===== config.mk =====
export PLATFORM = sky130hd
export DESIGN_NAME = baby_vga_scan_gen_flat
export DESIGN_NICKNAME = d
export VERILOG_FILES = /design/src/rtl/baby_vga_scan_gen_if.sv /design/src/rtl/baby_vga_scan_gen.sv /design/src/flat_wrapper.sv
export SDC_FILE = /design/constraint.sdc
export NUM_CORES = 1
export LEC_CHECK = 0
export CAP_MARGIN = 40
export CORE_MARGIN = 2
export CORE_UTILIZATION = 35
export CTS_CLUSTER_DIAMETER = 100
export CTS_CLUSTER_SIZE = 20
export DETAILED_ROUTE_END_ITERATION = 8
export GPL_TIMING_DRIVEN = 0
export SLEW_MARGIN = 20
export SYNTH_ARGS = -nofsm -noshare
export SYNTH_HDL_FRONTEND = slang
export SYNTH_SLANG_ARGS = --single-unit
export TNS_END_PERCENT = 20

===== constraint.sdc =====
create_clock -name clk -period 2.1 [get_ports clk]
set_input_delay 0.315 -clock clk [delete_from_list [all_inputs] [get_ports clk]]
set_output_delay 0.315 -clock clk [all_outputs]
set_load 0.01 [all_outputs]

===== src/rtl/baby_vga_scan_gen_if.sv =====
// Scan generator bus: prescaler/interrupt-clear controls in, timing and grid coordinates out.
interface baby_vga_scan_gen_if;
    logic [3:0] clk_div;
    logic       cli;
    logic [4:0] x_pos;
    logic [3:0] y_pos;
    logic       hsync;
    logic       vsync;
    logic       blank;
    logic [2:0] phase;
    logic       interrupt;

    modport master (
        output clk_div, cli,
        input  x_pos, y_pos, hsync, vsync, blank, phase, interrupt
    );

    modport slave (
        input  clk_div, cli,
        output x_pos, y_pos, hsync, vsync, blank, phase, interrupt
    );
endinterface


===== src/rtl/baby_vga_scan_gen.sv =====
// VGA scan/timing generator: prescaled pixel tick, h/v counters, registered syncs/blank,
// 32x16 coarse grid coordinates and a sticky vertical-blank interrupt.
module baby_vga_scan_gen #(
    parameter int H_ACTIVE = 1024,
    parameter int H_FP     = 24,
    parameter int H_SYNC   = 136,
    parameter int H_BP     = 160,
    parameter int V_ACTIVE = 768,
    parameter int V_FP     = 3,
    parameter int V_SYNC   = 6,
    parameter int V_BP     = 29,
    parameter bit SYNC_POL = 1'b0
) (
    input  logic                clk,
    input  logic                rst,
    baby_vga_scan_gen_if.slave  bus
);
    localparam int H_TOTAL   = H_ACTIVE + H_FP + H_SYNC + H_BP;
    localparam int V_TOTAL   = V_ACTIVE + V_FP + V_SYNC + V_BP;
    localparam int COL_PIX   = H_ACTIVE / 32;
    localparam int ROW_LINES = V_ACTIVE / 16;

    localparam logic [10:0] H_ACT    = 11'(H_ACTIVE);
    localparam logic [10:0] H_LAST   = 11'(H_TOTAL - 1);
    localparam logic [10:0] HS_START = 11'(H_ACTIVE + H_FP);
    localparam logic [10:0] HS_END   = 11'(H_ACTIVE + H_FP + H_SYNC);
    localparam logic [10:0] COL_LAST = 11'(COL_PIX - 1);
    localparam logic [9:0]  V_ACT    = 10'(V_ACTIVE);
    localparam logic [9:0]  V_LAST   = 10'(V_TOTAL - 1);
    localparam logic [9:0]  VS_START = 10'(V_ACTIVE + V_FP);
    localparam logic [9:0]  VS_END   = 10'(V_ACTIVE + V_FP + V_SYNC);
    localparam logic [9:0]  ROW_LAST = 10'(ROW_LINES - 1);

    logic        tick;
    logic [3:0]  pre_q, pre_d;
    logic [10:0] h_cnt_q, h_cnt_d;
    logic [9:0]  v_cnt_q, v_cnt_d;
    logic [10:0] col_q, col_d;
    logic [9:0]  row_q, row_d;
    logic [4:0]  x_q, x_d;
    logic [3:0]  y_q, y_d;
    logic        irq_q, irq_d;

    logic [4:0]  x_pos_q, x_pos_d;
    logic [3:0]  y_pos_q, y_pos_d;
    logic        hsync_q, hsync_d;
    logic        vsync_q, vsync_d;
    logic        blank_q, blank_d;
    logic [2:0]  phase_q, phase_d;

    // >= rather than == so that lowering clk_div mid-count ticks immediately instead of wrapping.
    always_comb begin
        tick    = (pre_q >= bus.clk_div);
        pre_d   = tick ? 4'd0 : pre_q + 4'd1;
        h_cnt_d = h_cnt_q;
        v_cnt_d = v_cnt_q;
        col_d   = col_q;
        row_d   = row_q;
        x_d     = x_q;
        y_d     = y_q;
        irq_d   = bus.cli ? 1'b0 : irq_q;

        if (tick) begin
            if (h_cnt_q == H_LAST) begin
                h_cnt_d = '0;
                col_d   = '0;
                x_d     = '0;
                if (v_cnt_q == V_LAST) begin
                    v_cnt_d = '0;
                    row_d   = '0;
                    y_d     = '0;
                end else begin
                    v_cnt_d = v_cnt_q + 10'd1;
                    if (row_q == ROW_LAST) begin
                        row_d = '0;
                        if (y_q != 4'd15) y_d = y_q + 4'd1;
                    end else begin
                        row_d = row_q + 10'd1;
                    end
                    // Set after the cli clear so a coincident set wins.
                    if (v_cnt_q == V_ACT - 10'd1) irq_d = 1'b1;
                end
            end else begin
                h_cnt_d = h_cnt_q + 11'd1;
                if (col_q == COL_LAST) begin
                    col_d = '0;
                    if (x_q != 5'd31) x_d = x_q + 5'd1;
                end else begin
                    col_d = col_q + 11'd1;
                end
            end
        end
    end

    always_comb begin
        blank_d = !((h_cnt_q < H_ACT) && (v_cnt_q < V_ACT));
        hsync_d = ((h_cnt_q >= HS_START) && (h_cnt_q < HS_END)) ? SYNC_POL : ~SYNC_POL;
        vsync_d = ((v_cnt_q >= VS_START) && (v_cnt_q < VS_END)) ? SYNC_POL : ~SYNC_POL;
        phase_d = h_cnt_q[2:0];
        x_pos_d = x_q;
        y_pos_d = y_q;
    end

    always_ff @(posedge clk) begin
        if (rst) begin
            pre_q   <= '0;
            h_cnt_q <= '0;
            v_cnt_q <= '0;
            col_q   <= '0;
            row_q   <= '0;
            x_q     <= '0;
            y_q     <= '0;
            irq_q   <= 1'b0;
            x_pos_q <= '0;
            y_pos_q <= '0;
            hsync_q <= ~SYNC_POL;
            vsync_q <= ~SYNC_POL;
            blank_q <= 1'b1;
            phase_q <= '0;
        end else begin
            pre_q   <= pre_d;
            h_cnt_q <= h_cnt_d;
            v_cnt_q <= v_cnt_d;
            col_q   <= col_d;
            row_q   <= row_d;
            x_q     <= x_d;
            y_q     <= y_d;
            irq_q   <= irq_d;
            x_pos_q <= x_pos_d;
            y_pos_q <= y_pos_d;
            hsync_q <= hsync_d;
            vsync_q <= vsync_d;
            blank_q <= blank_d;
            phase_q <= phase_d;
        end
    end

    assign bus.x_pos     = x_pos_q;
    assign bus.y_pos     = y_pos_q;
    assign bus.hsync     = hsync_q;
    assign bus.vsync     = vsync_q;
    assign bus.blank     = blank_q;
    assign bus.phase     = phase_q;
    assign bus.interrupt = irq_q;
endmodule


===== src/flat_wrapper.sv =====
// flat-port wrapper written by rule: the top's interface ports become plain ports
module baby_vga_scan_gen_flat 
#(
    parameter int H_ACTIVE = 1024,
    parameter int H_FP     = 24,
    parameter int H_SYNC   = 136,
    parameter int H_BP     = 160,
    parameter int V_ACTIVE = 768,
    parameter int V_FP     = 3,
    parameter int V_SYNC   = 6,
    parameter int V_BP     = 29,
    parameter bit SYNC_POL = 1'b0
)
  (clk, rst, bus_clk_div, bus_cli, bus_x_pos, bus_y_pos, bus_hsync, bus_vsync, bus_blank, bus_phase, bus_interrupt);
  baby_vga_scan_gen_if bus_i ();
  input  logic clk;
  input  logic rst;
  input wire logic [$bits(bus_i.clk_div)-1:0] bus_clk_div;
  input wire logic [$bits(bus_i.cli)-1:0] bus_cli;
  output wire logic [$bits(bus_i.x_pos)-1:0] bus_x_pos;
  output wire logic [$bits(bus_i.y_pos)-1:0] bus_y_pos;
  output wire logic [$bits(bus_i.hsync)-1:0] bus_hsync;
  output wire logic [$bits(bus_i.vsync)-1:0] bus_vsync;
  output wire logic [$bits(bus_i.blank)-1:0] bus_blank;
  output wire logic [$bits(bus_i.phase)-1:0] bus_phase;
  output wire logic [$bits(bus_i.interrupt)-1:0] bus_interrupt;
  assign bus_i.clk_div = bus_clk_div;
  assign bus_i.cli = bus_cli;
  assign bus_x_pos = bus_i.x_pos;
  assign bus_y_pos = bus_i.y_pos;
  assign bus_hsync = bus_i.hsync;
  assign bus_vsync = bus_i.vsync;
  assign bus_blank = bus_i.blank;
  assign bus_phase = bus_i.phase;
  assign bus_interrupt = bus_i.interrupt;
  baby_vga_scan_gen #(.H_ACTIVE(H_ACTIVE), .H_FP(H_FP), .H_SYNC(H_SYNC), .H_BP(H_BP), .V_ACTIVE(V_ACTIVE), .V_FP(V_FP), .V_SYNC(V_SYNC), .V_BP(V_BP), .SYNC_POL(SYNC_POL)) u_core (.clk(clk), .rst(rst), .bus(bus_i));
endmodule

# Yosys cells after proc, flatten, opt, wreduce, memory -nomap -nowiden
# Cells that the tools add are included.
# Widths: inputs -> output; s select.
[op_classes] n_addsub=7 magnitude_cmp=7 eq_ne=7 n_mux=19 n_reduce_logical=12
[ops] cell="$mux 11" count=3
[ops] cell="$mux 10" count=3
[ops] cell="$add 11x1->11 const B" count=2
[ops] cell="$lt 11x11->1 const B" count=2
[ops] cell="$add 10x1->10 const B" count=2
[ops] cell="$eq 10x10->1 const B" count=2
[ops] cell="$lt 10x10->1 const B" count=2
[ops] cell="$mux 5" count=3
[ops] cell="$mux 4" count=3
[ops] cell="$eq 11x11->1 const B" count=1
[ops] cell="$eq 11x5->1 const B" count=1
[ops] cell="$ge 11x11->1 const B" count=1
[ops] cell="$eq 10x6->1 const B" count=1
[ops] cell="$ge 10x10->1 const B" count=1
[ops] cell="$add 4x1->4 const B" count=2
[ops] cell="$reduce_bool 2->1" count=4
[ops] cell="$mux 1" count=7
[ops] cell="$add 5x1->5 const B" count=1
[ops] cell="$ne 5x5->1 const B" count=1
[ops] cell="$ge 4x4->1" count=1
[ops] cell="$ne 4x4->1 const B" count=1
[ops] cell="$reduce_and 4->1" count=1
[ops] cell="$logic_and 1x1->1" count=3
[ops] cell="$reduce_and 3->1" count=1
[ops] cell="3 further kinds" count=3
[word_totals] register_bits=71 out_inout_bits=16 elab_cells=66

# Longest topological paths before layout
# Gate-level depths: netlist of run 1.
[depth] ltp_word=5 depth_mapped=9 mapped_depth_nobuf=8

# Worst setup path before layout of run 1
# No wires, ideal clock.
[synth_path] path_type="flip-flop to flip-flop" start="register u_core.pre_q[0]" end="register u_core.h_cnt_q[5]" t_arrival_ps=1797 t_required_ps=1968 path_slack_ps=171 stages_incl_launch_ff=10 path_buffers=2 cell_sequence="dfxtp_1 > inv_1 > ha_1 > nor2b_4 > o21a_1 > buf_2 > buf_2 > nor4b_1 > xnor2_1 > nor3_1"
[synth_between] elab_chain_len=1
[synth_lines] item="start, declared" line_no="baby_vga_scan_gen.sv:35" text="logic [3:0] pre_q, pre_d;"
[synth_lines] item="start signal, assigned" line_no="baby_vga_scan_gen.sv:121" text="pre_q <= pre_d;"
[synth_lines] item="$ge 4x4->1" line_no="baby_vga_scan_gen.sv:53" text="tick = (pre_q >= bus.clk_div);"
[synth_lines] item="end signal, assigned" line_no="baby_vga_scan_gen.sv:122" text="h_cnt_q <= h_cnt_d;"
[synth_lines] item="end, declared" line_no="baby_vga_scan_gen.sv:36" text="logic [10:0] h_cnt_q, h_cnt_d;"
# Every way passes these cells.
# A chain may end at the register's enable or synchronous reset.

# Worst setup path after layout of run 1
[layout_path] start="register u_core.h_cnt_q[0]" end="register u_core.x_q[3], in the netlist u_core.x_pos_d[3]"
[layout_between] elab_chain_len=3 elab_cells_between_ends=5
[layout_lines] item="$eq 11x11->1 (*)" line_no="baby_vga_scan_gen.sv:64" text="if (h_cnt_q == H_LAST) begin"
[layout_lines] item="$reduce_bool 2->1 (no source line)"
[layout_lines] item="$reduce_and 3->1 (no source line)"
[layout_lines] item="end signal, assigned" line_no="baby_vga_scan_gen.sv:111" text="x_q <= '0;"
[layout_lines] item="end signal, assigned" line_no="baby_vga_scan_gen.sv:126" text="x_q <= x_d;"
[layout_lines] item="end, declared" line_no="baby_vga_scan_gen.sv:40" text="logic [4:0] x_q, x_d;"
# Mark *: on every way between the ends. The rest lies on a longest branch, timed or not.

==> results of run 1 <==
logic make-up after synthesis:
family,count (synthesis),share of synthesized area [%]
DFF,71,40.3
buffers and inverters,39,4.97
xor gates and xnor gates,29,7.20
muxes,1,0.284
and+or+nand+nor,183,31.7
AOI/OAI and AO/OA,52,10.3
adders and majority gates,15,5.32
worst paths after layout:
kind,start,endpoint,slack (ps),depth (start not counted)
max,u_core.h_cnt_q[0],u_core.x_pos_d[3],40,7
min reg2reg,u_core.pre_q[0],u_core.pre_q[0],450,1
min,u_core.pre_q[0],u_core.pre_q[0],450,1
max reg2reg,u_core.h_cnt_q[0],u_core.x_pos_d[3],40,7
metrics by stage:
step	setup slack, ps	power (mW)	cell area, µm²	util (%)
3_3_place_gp	-567	1.68	3910	40.0
6_report	44.9	2.84	4400	45.0
3_5_place_dp	-598	1.68	3910	40.0
4_1_cts	-16.4	2.83	4240	43.3
2_1_floorplan	171	1.59	3530	-
5_1_grt	-47.2	2.96	4400	45.0
worst register-to-register path: stages (launching register included):
cell and delay, ps:
dfxtp_4 370, ha_2 190, and4_4 240, and4_1 200
buf_6 160, o211ai_2 190, or4_1 500, a21oi_1 140
metal layers:
metal	GRT usage, %	vias to the layer above
li1	-	1490
met1	20.2	1414
met2	25.5	57
met3	3.51	9
met4	4.63	0
met5	0	-
what timing repair did:
item | 4_1_cts | 5_1_grt
buffers inserted | 6 | 6
resized for setup | 22 | 34
pin swaps | 3 | 10
gates cloned | 0 | 1
endpoints found under the setup margin | 45 | 50
state kept, by name, indices dropped and copies added, names as in the netlist:
register / flops
u_core.bus.interrupt: 1
u_core.bus.blank: 1
u_core.h_cnt_q: 11
u_core.col_q: 11
u_core.bus.hsync: 1
u_core.bus.x_pos: 5
u_core.x_pos_d: 5
u_core.bus.phase: 3
u_core.row_q: 10
u_core.bus.y_pos: 4
u_core.pre_q: 4
u_core.v_cnt_q: 10
u_core.y_pos_d: 4
u_core.bus.vsync: 1
cells in the final DEF, fill, tap and decap left out, types with 4 or more instances in the layout:
master	count
inv_1	17
xnor2_1	24
nand4_1	14
nand3_1	20
nand2_1	26
and3_1	5
ha_1	13
buf_6	8
clkbuf_8	9
xor2_1	5
nor4b_2	5
dfxtp_2	4
nor2b_1	11
nor2_1	27
nor3_1	17
a21oi_1	20
buf_2	4
and4_1	5
clkbuf_1	6
clkdlybuf4s50_1	22
nor4_2	12
o21ai_0	7
dfxtp_1	66
buf_4	13
power by group through the flow:
stage	clock network, mW	logic [mW]	registers (mW)
after floorplan	0	0.188	1.41
after global placement	0	0.268	1.41
after detailed placement	0	0.272	1.41
after CTS	1.12	0.328	1.38
after global routing	1.18	0.401	1.38
final	1.09	0.371	1.38
area by class of cell:
| class | count | area share (%) |
|---|---|---|
| buffer | 20 | 3.41 |
| clock buffer | 9 | 2.82 |
| clock inverter | 7 | 1.68 |
| inverter | 17 | 1.45 |
| multi-input combinational | 280 | 47.1 |
| sequential | 71 | 32.5 |
| tap | 133 | 3.78 |
| timing repair buffer | 35 | 7.25 |
==> metrics.txt, run 1 <==
number of port buffers=22; Antenna Cells=0; initial antenna violation count=0; Yosys reg bits=71; Die H=between 100 and 150 µm; min Tclk post-route=slightly above 2000 ps; P per Cell Area=645 nW/µm²; share of flip-flops with an asynchronous set or reset=0%; synth-to-layout area growth=24.7%; GPL Wtd Cong=about 0.8; Final #Nets=approximately 460; RSZ-0062 raised after global routing=true; Max-Slew Margin vs Limit=between 60% and 70%; drt wl/cell=approximately 14 µm; Vias=a little under 3000; Die ar.=~11000 µm²; CORE AREA=~9800 µm²; crit start category=register; max layer used=met4; Syn Inst Count=a little under 400; Post-Syn Area=3530 µm²; Met2 Routed Length=between 4000 and 5000 µm; Root Driver=clkbuf_8; WS Path Type=reg -> reg; Synth area leaders=dfxtp_1 40%, xnor2_1 6.0%, ha_1 5.3%; Synth Flop Type=dfxtp_1; register area share after synthesis=between 40% and 50%; first-pass GRT wire length=~14000 µm; TritonCTS clock tree=yes; peak per-stage delay on the critical path=approximately 500 ps; placed cell count=545; Fin. Hold Viols=0; crit path buf inv count=1; # rows=36; Max Cap Violations=0; Total Negative Setup Slacks=0 ps; fin. max-slew vios=0; # fillers=973; post-synthesis net count=roughly 410; Worst path slowest cell=or4_1; WP data arrival=~2300 ps; Initial DRT Pass Iterations=4; Die W=between 100 and 150 µm; Antenna Nets Post-Route=0; switch share=around 27%; Final Skew=~10 ps; M1 WL=3760 µm; multi-input logic area=2070 µm²; final WL=8260 µm; Slew @ Worst Pin=595 ps; Post-Layout Cell Count=roughly 570; HP Class=reg -> reg; status=completed; DR WL met3=between 300 and 400 µm; Yosys cell types=~60; largest net degree at the start of global routing=14; Num CTS Buffers=9; period utilization=a little over nine tenths; vias per cell=roughly 5.2; register area=between 1000 and 1500 µm²; P_leak=between 1.5 and 2 nW; Post-CTS Hold Buffers=0; most common cell in the netlist=dfxtp_1; Post-synth EDFFs=0; share of cells above drive strength 1=around a fifth; crit-path cells=ha_2 > and4_4 > and4_1 > buf_6 > o211ai_2 > or4_1 > a21oi_1; top-area cell type share of the netlist area=40.3%; H-tree level count=3; vias in the first global route=2800; Comb pwr share=approximately an eighth; Critical Path RT=around 2400 ps; Syn Area/Cell=9.04 µm²; Worst-path clk slew=~80 ps; WHS=approximately 450 ps; total track usage=between 15 and 20%; max frequency=approximately 490 MHz; sequential power share=between 40% and 50%; Synth Warn #=0; total clock sinks=approximately 70; worst-skew pair later-pin latency=between 300 and 400 ps; Final Setup Violations=0; Crit Path Max Fanout=9; delay-heaviest family, CP=simple AND/OR/NAND/NOR gates; DRC Markers=0; largest area contributor in the netlist=dfxtp_1; GR Overflow Total=0; worst vdd ir=0.386 mV; DRT iter0 DRCs=between 90 and 100; Starting Density=between 30% and 40%; I/O pins=23; clock power share=38.3%; Synth top cells by count=71 x dfxtp_1, 28 x nor2_1, 27 x nand2_1, 24 x xnor2_1, 22 x a21oi_1; placed wire-length estimate=between 5000 and 6000 µm; nature of the critical path endpoint=register; internal power=around 2 mW; Sw Pwr=approximately 0.78 mW; largest buffer count on any clock path=2
No activity file was read; power rests on OpenSTA's default activity.
==> run 2, diff against run 1 <==
--- a/config.mk
+++ b/config.mk
@@ -6,12 +6,12 @@
 export NUM_CORES = 1
 export LEC_CHECK = 0
 export CAP_MARGIN = 40
-export CORE_MARGIN = 2
 export CORE_UTILIZATION = 35
 export CTS_CLUSTER_DIAMETER = 100
 export CTS_CLUSTER_SIZE = 20
 export DETAILED_ROUTE_END_ITERATION = 8
 export GPL_TIMING_DRIVEN = 0
+export SETUP_SLACK_MARGIN = 0.2
 export SLEW_MARGIN = 20
 export SYNTH_ARGS = -nofsm -noshare
 export SYNTH_HDL_FRONTEND = slang
==> metrics.txt, run 2 (synthesized netlist as in run 1, its figures left out) <==
worst-skew pair later-pin latency=360 ps; TritonCTS clock tree=yes; Initial DRT Pass Iterations=4; Critical Path RT=between 2000 and 2500 ps; share of cells above drive strength 1=approximately a third; WS Path Type=reg -> reg; nature of the critical path endpoint=register; HP Class=reg -> reg; P per Cell Area=605 nW/µm²; Max Cap Violations=0; placed cell count=around 550; Total Negative Setup Slacks=0 ps; H-tree level count=3; P_leak=approximately 1.7 nW; GPL Wtd Cong=about 0.81; Starting Density=between 30% and 40%; WP data arrival=2230 ps; total track usage=between 10% and 20%; Vias=between 3000 and 4000; vias in the first global route=roughly 2900; Placement Cell Area=~3900 µm²; synth-to-layout area growth=39.8%; vias per cell=~5.2; Die H=roughly 100 µm; Antenna Cells=0; Max-Slew Margin vs Limit=54.1%; register area=approximately 1400 µm²; # fillers=921; Crit Path Max Fanout=8; CORE AREA=around 9800 µm²; multi-input logic area=2290 µm²; RSZ-0062 raised after global routing=true; DRT iter0 DRCs=approximately 100; Worst-path clk slew=around 80 ps; most frequent cells in the layout=63 x dfxtp_1, 33 x buf_4, 27 x nor2_1, 26 x nand2_1, 24 x xnor2_1; status=completed; final total power=slightly below 3 mW; placed wire-length estimate=about 5600 µm; Root Driver=clkbuf_8; worst vdd ir=0.346 mV; total clock sinks=71; period utilization=94.2%; I/O pins=23; drt wl/cell=about 15 µm; post-route cell area=4930 µm²; crit start category=register; DRC Markers=0; min Tclk post-route=~2000 ps; fin. max-slew vios=0; final WL=roughly 9000 µm; Antenna Nets Post-Route=0; Post-CTS Hold Buffers=0; Final Setup Violations=0; Final Skew=between 10 and 15 ps; first-pass GRT wire length=about 14000 µm; hold depth=1; Final #Nets=about 480; number of port buffers=22; Die W=between 100 and 150 µm; GR Overflow Total=0; largest buffer count on any clock path=2; Post-Layout Cell Count=598; commonest non-fill, non-tap cell in the layout=dfxtp_1; setup slack, reg-to-reg=about 120 ps; largest net degree at the start of global routing=14; largest registers=u_core.col_q (11), u_core.h_cnt_q (11); R2R depth=7; Die ar.=about 10000 µm²; Slew @ Worst Pin=689 ps; Fin. Hold Viols=0; # rows=36; max frequency=506 MHz; initial antenna violation count=0; Num CTS Buffers=9
-- run 2: cell types whose count changed in the layout (fill, tap and decap cells not counted), moves of 3 or more --
cell | previous run | this run
a21oi_2 | 2 | 5
ha_4 | 0 | 6
clkbuf_8 | 9 | 12
nor4_4 | 2 | 5
buf_4 | 13 | 33
dfxtp_1 | 66 | 63
nor4b_4 | 0 | 3
inv_1 | 17 | 12
dlymetal6s2s_1 | 0 | 4
clkdlybuf4s50_1 | 22 | 18
inv_2 | 0 | 4
clkbuf_16 | 0 | 3
ha_1 | 13 | 9
a21oi_1 | 20 | 17
-- run 2: power breakdown --
part | total [mW] | internal (mW) | switching (mW)
Clock | 1.11 | 0.550 | 0.556
Combinational | 0.493 | 0.219 | 0.273
Sequential | 1.38 | 1.36 | 0.0201
-- run 2: area by class of cell --
class	instances	share of cell area [%]
inverter	17	1.34
sequential	71	29.1
timing repair buffer	59	11.3
clock buffer	9	2.51
buffer	22	4.49
multi-input combinational	280	46.4
tap	133	3.37
clock inverter	7	1.50
-- run 2: timing repair --
item	in CTS	in global routing
setup buffers	12	23
endpoints found under the setup margin	56	56
endpoints found under the hold margin	0	0
gates resized for setup	58	55
cloned	1	1
pin swaps	14	24
-- run 2: routing by layer --
layer | GRT usage, % | vias to the layer above | part of all wire [%]
met5 | 0 | - | 0
met4 | 6.48 | 0 | 1.8
met3 | 4.24 | 14 | 4.2
met2 | 30.7 | 56 | 50
met1 | 22.0 | 1486 | 44
li1 | - | 1544 | -
-- run 2: stage by stage --
stage / setup slack, ps / util [%] / hold slack, ps
floorplan: 171 / - / 449
global placement: -565 / 40.0 / 460
detailed placement: -601 / 40.0 / 468
CTS: 65.5 / 46.2 / 456
global route: 18.4 / 50.4 / 511
finish: 122 / 50.4 / 491
-- run 2: critical path: stages (launching register included) --
cell and delay (ps):
dfxtp_4 380, ha_4 140, and4_4 230, nand4_1 210, buf_6 230, nor4_4 380, a21oi_1 120, a31o_1 190
-- run 2: worst paths after layout --
kind | startpoint | endpoint
setup / recovery | u_core.h_cnt_q[0] | u_core.v_cnt_q[3]
setup reg to reg | u_core.h_cnt_q[0] | u_core.v_cnt_q[3]
hold / removal | u_core.x_pos_d[4] | u_core.bus.x_pos[4]
hold reg to reg | u_core.x_pos_d[4] | u_core.bus.x_pos[4]
==> run 3, diff against run 2 <==
--- a/config.mk
+++ b/config.mk
@@ -10,7 +10,7 @@
 export CTS_CLUSTER_DIAMETER = 100
 export CTS_CLUSTER_SIZE = 20
 export DETAILED_ROUTE_END_ITERATION = 8
-export GPL_TIMING_DRIVEN = 0
+export GPL_TIMING_DRIVEN = 1
 export SETUP_SLACK_MARGIN = 0.2
 export SLEW_MARGIN = 20
 export SYNTH_ARGS = -nofsm -noshare
==> metrics.txt, run 3 (synthesized netlist as in run 1, its figures left out) <==
Starting Density=between 30% and 40%; DRT iter0 DRCs=69; WS Path Type=reg -> reg; CORE AREA=9770 µm²; Final Skew=8.87 ps; vias in the first global route=between 2000 and 3000; placed wire-length estimate=approximately 5700 µm; total clock sinks=around 70; H-tree level count=3; synth-to-layout area growth=31.2%; internal power=~2.1 mW; largest registers=u_core.col_q (11), u_core.h_cnt_q (11); Final Setup Violations=0; Total Negative Setup Slacks=0 ps; post-route cell area=4630 µm²; initial antenna violation count=0; TritonCTS clock tree=yes; DRC Markers=0; # rows=36; Comb pwr share=approximately 14%; # fillers=960; max frequency=between 500 and 600 MHz; GR Overflow Total=0; share of cells above drive strength 1=between 20 and 30%; number of port buffers=22; fin. max-slew vios=0; Post-CTS Hold Buffers=0; Antenna Cells=0; Die W=102 µm; min Tclk post-route=about 1900 ps; P per Cell Area=slightly above 600 nW/µm²; Sw Pwr=between 0.7 and 0.8 mW; Die H=approximately 100 µm; Max-Slew Margin vs Limit=between 60% and 70%; most frequent cells in the layout=64 x dfxtp_1, 41 x buf_4, 28 x nor2_1, 27 x nand2_1, 24 x xnor2_1; Worst-path clk slew=80 ps; WP data arrival=between 2000 and 2500 ps; switch share=26.7%; crit start category=register; Slew @ Worst Pin=534 ps; Critical Path RT=2320 ps; Antenna Nets Post-Route=0; final total power=between 2 and 3 mW; drt wl/cell=between 10 and 15 µm; Placement Cell Area=just over 4000 µm²; setup slack, reg-to-reg=roughly 230 ps; final WL=roughly 8000 µm; Final #Nets=between 400 and 500; Fin. Hold Viols=0; worst vdd ir=between 0.3 and 0.4 mV; largest buffer count on any clock path=2; Num CTS Buffers=9; Vias=3018; vias per cell=5.11; P_leak=1.68 nW; RSZ-0062 raised after global routing=true; clock power share=between 30 and 40%; GPL Wtd Cong=slightly below 0.8; status=completed; total track usage=between 10% and 20%; worst-skew pair later-pin latency=350 ps; period utilization=89.2%; Die ar.=between 10000 and 15000 µm²; Root Driver=clkbuf_8; first-pass GRT wire length=~13000 µm; Crit Path Max Fanout=5; HP Class=in -> reg; I/O pins=23; Max Cap Violations=0; sequential power share=between 40 and 50%; commonest non-fill, non-tap cell in the layout=dfxtp_1; largest net degree at the start of global routing=31; Initial DRT Pass Iterations=4; nature of the critical path endpoint=register
run 3: cell types whose count changed in the layout (fill, tap and decap cells not counted), sizes merged:
cell and delta:
buf +6, clkbuf -12, clkdlybuf4s50 -1, clkinvlp -1
inv +1
run 3: repair_timing:
| item | CTS | global route |
|---|---|---|
| setup endpoints to repair | 50 | 56 |
| resized for setup | 11 | 45 |
| setup buffers | 5 | 3 |
| cloned | 0 | 0 |
| pin swaps | 8 | 21 |
run 3: layer usage:
metal	track usage, %	part of all wire (%)	vias up
met3	3.90	2.7	8
li1	-	-	1530
met2	26.4	49	46
met5	0	0	-
met1	20.1	47	1434
met4	4.62	0.86	0
run 3: layout make-up:
| cell class | instances | area, µm² | share of cell area [%] |
|---|---|---|---|
| repair buffers | 74 | 674 | 14.6 |
| flip-flops and latches | 71 | 1430 | 30.9 |
| multi-input cells | 280 | 2100 | 45.3 |
| clock buffers | 9 | 124 | 2.68 |
| clock inverters | 7 | 71.3 | 1.54 |
| inverters | 17 | 63.8 | 1.38 |
| well taps | 133 | 166 | 3.60 |
run 3: final timing paths:
kind	end	from	cells after the start
setup / recovery	u_core.y_pos_d[0]	u_core.pre_q[1]	7
hold / removal	u_core.bus.y_pos[3]	rst	2
setup reg to reg	u_core.y_pos_d[0]	u_core.pre_q[1]	7
hold reg to reg	u_core.col_q[1]	u_core.col_q[1]	2
run 3: metrics by stage:
step | cells | worst slack [ps] | utilization [%] | hold slack [ps]
3_3_place_gp | 567 | -353 | 42.5 | 457
3_5_place_dp | 567 | -363 | 42.5 | 481
5_1_grt | 591 | 143 | 47.4 | 446
6_report | 591 | 227 | 47.4 | 432
2_1_floorplan | 390 | 171 | - | 449
4_1_cts | 588 | 116 | 45.3 | 414
run 3: critical path: stages (launching register included):
cell       delay [ps]
dfxtp_2           350
ha_4              260
inv_2              50
o21a_4            240
buf_12            130
a2111oi_4         430
mux2i_1           230
nor2_1             50
run 3: power by group through the flow:
stage | Combinational (mW) | Sequential, mW | Clock [mW]
floorplan | 0.188 | 1.41 | 0
CTS | 0.369 | 1.37 | 1.13
detailed placement | 0.327 | 1.41 | 0
global placement | 0.325 | 1.40 | 0
finish | 0.415 | 1.38 | 1.09
global route | 0.449 | 1.38 | 1.18
